<file path="config.mk">
export PLATFORM = sky130hd
export DESIGN_NAME = serial_config_mc
export DESIGN_NICKNAME = d
export VERILOG_FILES = /design/src/rtl/serial_config_mc.sv
export SDC_FILE = /design/constraint.sdc
export NUM_CORES = 1
export LEC_CHECK = 0
export ABC_AREA = 1
export CAP_MARGIN = 20
export CORE_MARGIN = 2
export CORE_UTILIZATION = 45
export CTS_CLUSTER_DIAMETER = 50
export DETAILED_ROUTE_END_ITERATION = 7
export GPL_TIMING_DRIVEN = 1
export PLACE_DENSITY = 0.81
export SYNTH_ARGS = -nofsm -noshare
export SYNTH_HDL_FRONTEND = slang
export SYNTH_SLANG_ARGS = --single-unit
</file>
<file path="constraint.sdc">
create_clock -name clk -period 3.25 [get_ports clk]
set_input_delay 0.975 -clock clk [delete_from_list [all_inputs] [get_ports clk]]
set_output_delay 0.975 -clock clk [all_outputs]
set_load 0.005 [all_outputs]
</file>
<file path="src/rtl/serial_config_mc.sv">
// ============================================================================
// serial_config_mc : 3-wire serial configuration master with readback
// Revision 1.0
// ============================================================================
`default_nettype none

module serial_config_mc #(
  parameter int                  DATA_W   = 16,
  parameter int                  ADDR_W   = 4,
  parameter int                  PREFIX_W = 12,
  parameter logic [PREFIX_W-1:0] PREFIX   = 12'h001,
  parameter int                  DIV_LOG2 = 4,
  parameter int                  NUM_CS   = 2
) (
  input  logic              clk,
  input  logic              rst,
  input  logic [DATA_W-1:0] config_data,
  input  logic [ADDR_W-1:0] config_addr,
  input  logic [3:0]        config_cs,
  input  logic              config_lsb_first,
  input  logic              config_start,
  output logic              config_idle,
  output logic              config_done,
  output logic              config_err,
  output logic [DATA_W-1:0] rd_data,
  output logic              adc3wire_clk,
  output logic              adc3wire_data,
  output logic [NUM_CS-1:0] adc3wire_strobe,
  input  logic              adc3wire_sdi
);

  localparam int                    c_FRAME_W  = PREFIX_W + ADDR_W + DATA_W;
  localparam int                    c_BCNT_W   = $clog2(c_FRAME_W);
  localparam logic [c_BCNT_W-1:0]   c_LAST_BIT = c_BCNT_W'(c_FRAME_W - 1);
  localparam logic [DIV_LOG2-1:0]   c_HALF     = DIV_LOG2'(1) << (DIV_LOG2 - 1);
  localparam logic [4:0]            c_NUM_CS   = 5'(NUM_CS);

  typedef enum logic [1:0] {
    S_IDLE  = 2'd0,
    S_SETUP = 2'd1,
    S_SHIFT = 2'd2,
    S_HOLD  = 2'd3
  } state_t;

  state_t                r_state;
  state_t                w_state_next;
  logic [DIV_LOG2-1:0]   r_cnt;
  logic [c_BCNT_W-1:0]   r_bit;
  logic [c_FRAME_W-1:0]  r_frame;
  logic [3:0]            r_cs;
  logic                  r_lsb;
  logic [DATA_W-1:0]     r_rd_shift;
  logic [DATA_W-1:0]     r_rd_data;
  logic                  r_idle;
  logic                  r_done;
  logic                  r_err;
  logic [NUM_CS-1:0]     r_strobe;
  logic [NUM_CS-1:0]     w_strobe_next;
  logic                  w_tick;
  logic                  w_cs_ok;

  assign w_tick  = (r_cnt == '1);
  assign w_cs_ok = ({1'b0, config_cs} < c_NUM_CS);

  always_ff @(posedge clk or posedge rst) begin
    if (rst) r_state <= S_IDLE;
    else     r_state <= w_state_next;
  end

  always_comb begin
    w_state_next  = r_state;
    w_strobe_next = '1;
    case (r_state)
      S_IDLE:  if (config_start && w_cs_ok) w_state_next = S_SETUP;
      S_SETUP: if (w_tick) w_state_next = S_SHIFT;
      S_SHIFT: begin
        if (w_tick && (r_bit == c_LAST_BIT)) w_state_next = S_HOLD;
        for (int i = 0; i < NUM_CS; i++) begin
          if (r_cs == 4'(i)) w_strobe_next[i] = 1'b0;
        end
      end
      S_HOLD:  if (w_tick) w_state_next = S_IDLE;
      default: w_state_next = S_IDLE;
    endcase
  end

  // Strobes and idle are registered from the current state, so they trail it by one cycle.
  always_ff @(posedge clk or posedge rst) begin
    if (rst) begin
      r_cnt      <= '0;
      r_bit      <= '0;
      r_frame    <= '0;
      r_cs       <= '0;
      r_lsb      <= 1'b0;
      r_rd_shift <= '0;
      r_rd_data  <= '0;
      r_idle     <= 1'b1;
      r_done     <= 1'b0;
      r_err      <= 1'b0;
      r_strobe   <= '1;
    end else begin
      r_done   <= 1'b0;
      r_err    <= 1'b0;
      r_idle   <= (r_state == S_IDLE);
      r_strobe <= w_strobe_next;
      r_cnt    <= (r_state == S_IDLE) ? '0 : r_cnt + 1'b1;
      case (r_state)
        S_IDLE: begin
          if (config_start) begin
            if (w_cs_ok) begin
              r_frame <= {PREFIX, config_addr, config_data};
              r_cs    <= config_cs;
              r_lsb   <= config_lsb_first;
              r_bit   <= '0;
            end else begin
              r_err <= 1'b1;
            end
          end
        end
        S_SHIFT: begin
          if (r_cnt == c_HALF) r_rd_shift <= (r_rd_shift << 1) | DATA_W'(adc3wire_sdi);
          if (w_tick) begin
            r_frame <= r_lsb ? (r_frame >> 1) : (r_frame << 1);
            r_bit   <= r_bit + 1'b1;
          end
        end
        S_HOLD: begin
          if (w_tick) begin
            r_done    <= 1'b1;
            r_rd_data <= r_rd_shift;
          end
        end
        default: ;
      endcase
    end
  end

  assign config_idle     = r_idle;
  assign config_done     = r_done;
  assign config_err      = r_err;
  assign rd_data         = r_rd_data;
  assign adc3wire_clk    = r_cnt[DIV_LOG2-1];
  assign adc3wire_strobe = r_strobe;
  assign adc3wire_data   = ((r_state == S_SETUP) || (r_state == S_SHIFT)) &&
                           (r_lsb ? r_frame[0] : r_frame[c_FRAME_W-1]);

endmodule

`default_nettype wire

</file>
# Word-level counts from Yosys, hierarchy flattened
# Cells that the tools add are included.
[word_totals] ff_bits=85 inputBits=29
[op_classes] add_sub_neg=2 order_cmp=1 eq_ne=14 n_mux=24 bitwise=1 reduce_logical=12
[ops] operator="2-to-1 mux 32 bit" n=4
[ops] operator="one-hot mux 32 bit (2 select lines)" n=1
[ops] operator="OR 16 x 1 -> 16 bit" n=1
[ops] operator="2-to-1 mux 5 bit" n=3
[ops] operator="!= test 2 bit, second input constant" n=7
[ops] operator="2-to-1 mux 2 bit" n=5
[ops] operator="one-hot mux 5 bit (2 select lines)" n=1
[ops] operator="== test 4 bit, second input constant" n=2
[ops] operator="2-to-1 mux 1 bit" n=8
[ops] operator="one-hot mux 2 bit (4 select lines)" n=1
[ops] operator="AND reduction 4 bit" n=2
[ops] operator="adder 5 x 1 -> 5 bit, second input constant" n=1
[ops] operator="== test 5 bit, second input constant" n=1
[ops] operator="adder 4 x 1 -> 4 bit, second input constant" n=1
[ops] operator="== test 2 bit, second input constant" n=2
[ops] operator="== test 4 x 1 -> 1 bit, second input constant" n=1
[ops] operator="zero test 4 bit" n=1
[ops] operator="less-than comparator 4 x 2 -> 1 bit, second input constant" n=1
[ops] operator="2-to-1 mux 4 bit" n=1
[ops] operator="AND reduction 2 bit" n=2
[ops] operator="logical AND 1 bit" n=3
[ops] operator="AND reduction 3 bit" n=1
[ops] operator="== test 2 x 1 -> 1 bit, second input constant" n=1
[ops] operator="zero test 2 bit" n=1
[ops] operator="2 further kinds" n=2

# Longest topological paths before layout
[logic_depth] ltp_word=4 ltp_mapped=11 ltp_nobuf=9

# Worst setup path after synthesis
# Ideal clock, no wire load.
[synth_path] path_type="flip-flop to output port" start="register r_state[0]" end="output adc3wire_data" arrival_ns=0.879 required_time_ns=2.275 setup_slack_ns=1.396 path_stages_with_launch=5 cell_sequence="dfrtp_1 inv_1 ha_1 o21ai_0 nor2_1"
[synth_between] elab_chain_len=3 elab_cells_between_ends=4 cone_classes="eq/ne (2); reduce/logical (2)"
[synth_rtl] item="from (decl)" line="45" text="state_t r_state;"
[synth_rtl] item="from (signal assigned)" line="67" text="else r_state <= w_state_next;"
[synth_rtl] item="== test 2 x 1 -> 1 bit / == test 2 bit (equally long branches)" line="144" text="assign adc3wire_data = ((r_state == S_SETUP) || (r_state == S_SHIFT)) &&"
[synth_rtl] item="logical OR 1 bit *" line="144"
[synth_rtl] item="logical AND 1 bit *" line="144"
[synth_rtl] item="to (decl)" line="27" text="output logic adc3wire_data,"
# Every way passes the cells marked *; elsewhere a longest branch is shown, timed or not.

# Final worst setup path
# Ends and elaborated chain as after synthesis.

==> results_dict.tcl <==
set metrics [dict create \
    run_status "finished clean" \
    syn_to_final_growth_pct 19.7 \
    fin_cells 652 \
    dpl_worst_slack_ns 0.795 \
    synth_nets 535 \
    yosys.cell_types.count 22 \
    r2r_cells 8 \
    power_per_cell_area_nw_per_um2 709 \
    routed-via-count 3126 \
    grt_antenna_before_repair 0 \
    standard_cell_core_area_um2 8590 \
    largest_net_degree_at_the_start_of_global_routing 68 \
    cts-resized-gates 0 \
    cts_buffer_depth 2 \
    multi_input_area_um2 1510 \
    max_clock_skew_ns 0.00601 \
    ir_worst_vdd_v 0.000328 \
    pin_count 52 \
    fin_crit_sh 0.864 \
    p_leak_nw 2.34 \
    worst_hold_path.num_cells 1 \
    cts_tree "yes" \
    timing.final.hold_violations 0 \
    path_class "flip-flop to output port" \
    relSlewSlack 0.341 \
    finalSetupTns_ns 0 \
    synth_top_cell_by_area "dfrtp_1" \
    crit_path_max_incr_delay_ns 0.51 \
    route.detailed.wl_per_inst_um 11.4 \
    clock_sinks 85 \
    final_period_minus_worst_setup_slack_ns 2.81 \
    drt_drc_violations_left 0 \
    setup_viol 0 \
    grt.total_usage 0.170 \
    globalRouteOverflowTotal 0 \
    gp_congestion 0.807 \
    crit_path_end_kind "output port" \
    timing.hold.worst.class "flip-flop to flip-flop" \
    timing.hold.ws_ns 0.462 \
    cts_hold_buf 0 \
    floorplan.initialDensity 0.456 \
    fill_cells 751 \
    route.final.wire_length_um 7410 \
    mappedNetlistArea_um2 3920 \
    critPathMaxFanout 4 \
    critPathSlowestCell "clkdlybuf4s50_1" \
    critPathArrivalTime_ns 1.83 \
    finish.utilization 0.545 \
    crit_path_cell_trace "inv_1, ha_1, o21ai_0, nor2_1, clkdlybuf4s50_1" \
    critical_path.startpoint_type "flip-flop" \
    antenna-diode-count 0 \
    dieWidth_um 97.3 \
    setup_repair_after_global_routing_missed_its_margin "false" \
    tightestPinTransition_ns 0.985 \
    dieArea_um2 9470 \
    detail_route.first_pass.iterations 4 \
    timing.critical_path.required_ns 2.27 \
    crit_cells 5 \
    first_global_vias 3095 \
    synth_area_per_inst_um2 7.86 \
    final_critical_path_setup_slack_ns 0.441 \
    route.detailed.vias_per_inst 4.79 \
    final_nets 577 \
    synth.top_cells.by_count "247 x nand2_1, 82 x dfrtp_1, 37 x inv_1" \
    syn-instance-count 498 \
    io_buffer_count 51 \
    clock-root-buffer "clkbuf_8" \
    slew_violations 0 \
    yosys_most_used_dff "dfrtp_1" \
    share_of_layout_cells_above_drive_strength_1 0.0515 \
    cts_buffers 9 \
    ys_warn_count 0 \
    detail-route-antenna-nets 0 \
    synth-edff-count 0 \
    cts_htree_levels 3 \
    max_freq_mhz 356 \
    hpwlAfterDp_um 4810 \
    fp-row-count 34 \
    path_clk_slew_ns 0.08 \
    async_reset_ff_frac 1.00 \
    first_pass_grt_wire_length_um 13400 \
    critical-path-top-delay-family "buffers and inverters" \
    seq_area_frac_synth 0.544 \
    drv_cap 0 \
    place_inst 637 \
    crit_buf_inv 2 \
    drt_iter0_markers 219 \
    synth_top_cells_by_area "dfrtp_1 52%, nand2_1 24%, inv_1 3.5%, nand3_1 3.5%, ha_1 2.6%" \
    yosysMostFrequentCell "nand2_1" \
    area_occupied_by_registers_um2 2130 \
    synth_seq_cells 85 \
    cts.repair_timing.setup_buffer_count 0 \
    post_synth_top_area_share 0.524 \
    worst_skew_pair.late_latency_ns 0.35 \
    chipHeight_um 97.3 \
]
==> registers in the layout, indices dropped and copies added (netlist names) <==
signal           count
r_frame             32
rd_data             16
r_lsb                1
r_bit                5
config_done          1
r_state              2
r_cnt                4
config_idle          1
config_err           1
adc3wire_strobe      2
r_rd_shift          16
r_cs                 4
==> kinds of logic after synthesis <==
kind of cell	after synthesis	share of synthesized area
AND/OR/NAND/NOR	301	0.304
flip-flops	85	0.544
buffers and inverters	62	0.0712
AO/OA/AOI/OAI	41	0.0527
adder cells (fa/ha/maj)	8	0.0256
XOR/XNOR	1	0.00224
==> where the power goes <==
part | internal (mW) | total, mW | switching, mW
clock network | 0.452 | 0.816 | 0.364
registers | 1.28 | 1.45 | 0.163
logic | 0.371 | 1.06 | 0.689
total | 2.11 | 3.32 | 1.22
==> stage by stage <==
| stage | cell area (µm²) | total power [mW] |
|---|---|---|
| 3_3_place_gp | 4470 | 2.49 |
| 4_1_cts | 4690 | 3.36 |
| 6_report | 4690 | 3.32 |
| 2_1_floorplan | 3920 | 2.30 |
| 3_5_place_dp | 4470 | 2.53 |
| 5_1_grt | 4690 | 3.59 |
==> final cells by class <==
| cell class | count | area share |
|---|---|---|
| Clock buffer | 10 | 0.0294 |
| Clock inverter | 5 | 0.0179 |
| Inverter | 39 | 0.0315 |
| Multi-Input combinational cell | 351 | 0.321 |
| Sequential cell | 85 | 0.455 |
| Tap cell | 108 | 0.0288 |
| Timing Repair Buffer | 54 | 0.116 |
==> worst paths after layout <==
| check | end | startpoint | slack, ns |
|---|---|---|---|
| max reg2reg | r_frame[2]$_DFFE_PP0P_ | r_state[0]$_DFFE_PP0P_ | 1.05 |
| min | adc3wire_strobe[1]$_DFF_PP1_ | r_cs[0]$_DFFE_PP0P_ | 0.46 |
| min in group asynchronous | rd_data[2]$_DFFE_PP0P_ | rst | 0.90 |
| max | adc3wire_data | r_state[0]$_DFFE_PP0P_ | 0.44 |
| max in group asynchronous | adc3wire_strobe[0]$_DFF_PP1_ | rst | 1.66 |
| min reg2reg | adc3wire_strobe[1]$_DFF_PP1_ | r_cs[0]$_DFFE_PP0P_ | 0.46 |
==> cells in the final DEF (no fill, tap or decap), drive strengths merged <==
cell type | netlist | final
a21oi | 2 | 2
buf | 18 | 3
bufinv | 0 | 2
clkbuf | 5 | 10
clkdlybuf4s50 | 0 | 51
clkinv | 0 | 1
clkinvlp | 0 | 2
dfrtp | 82 | 82
dfstp | 3 | 3
ha | 8 | 8
inv | 39 | 39
nand2 | 247 | 247
nand3 | 28 | 28
nand4 | 5 | 5
nor2 | 18 | 18
nor3 | 1 | 1
o21ai | 38 | 38
o22ai | 1 | 1
or2 | 2 | 2
xor2 | 1 | 1
==> per-layer routing <==
layer / track usage / share of wire / vias up
met5: 0 / 0 / -
met4: 0.0417 / 0.0082 / 0
met3: 0.0540 / 0.046 / 7
met2: 0.279 / 0.47 / 61
met1: 0.220 / 0.48 / 1442
li1: - / - / 1616
Note: power is estimated with default switching activity, not from simulation.
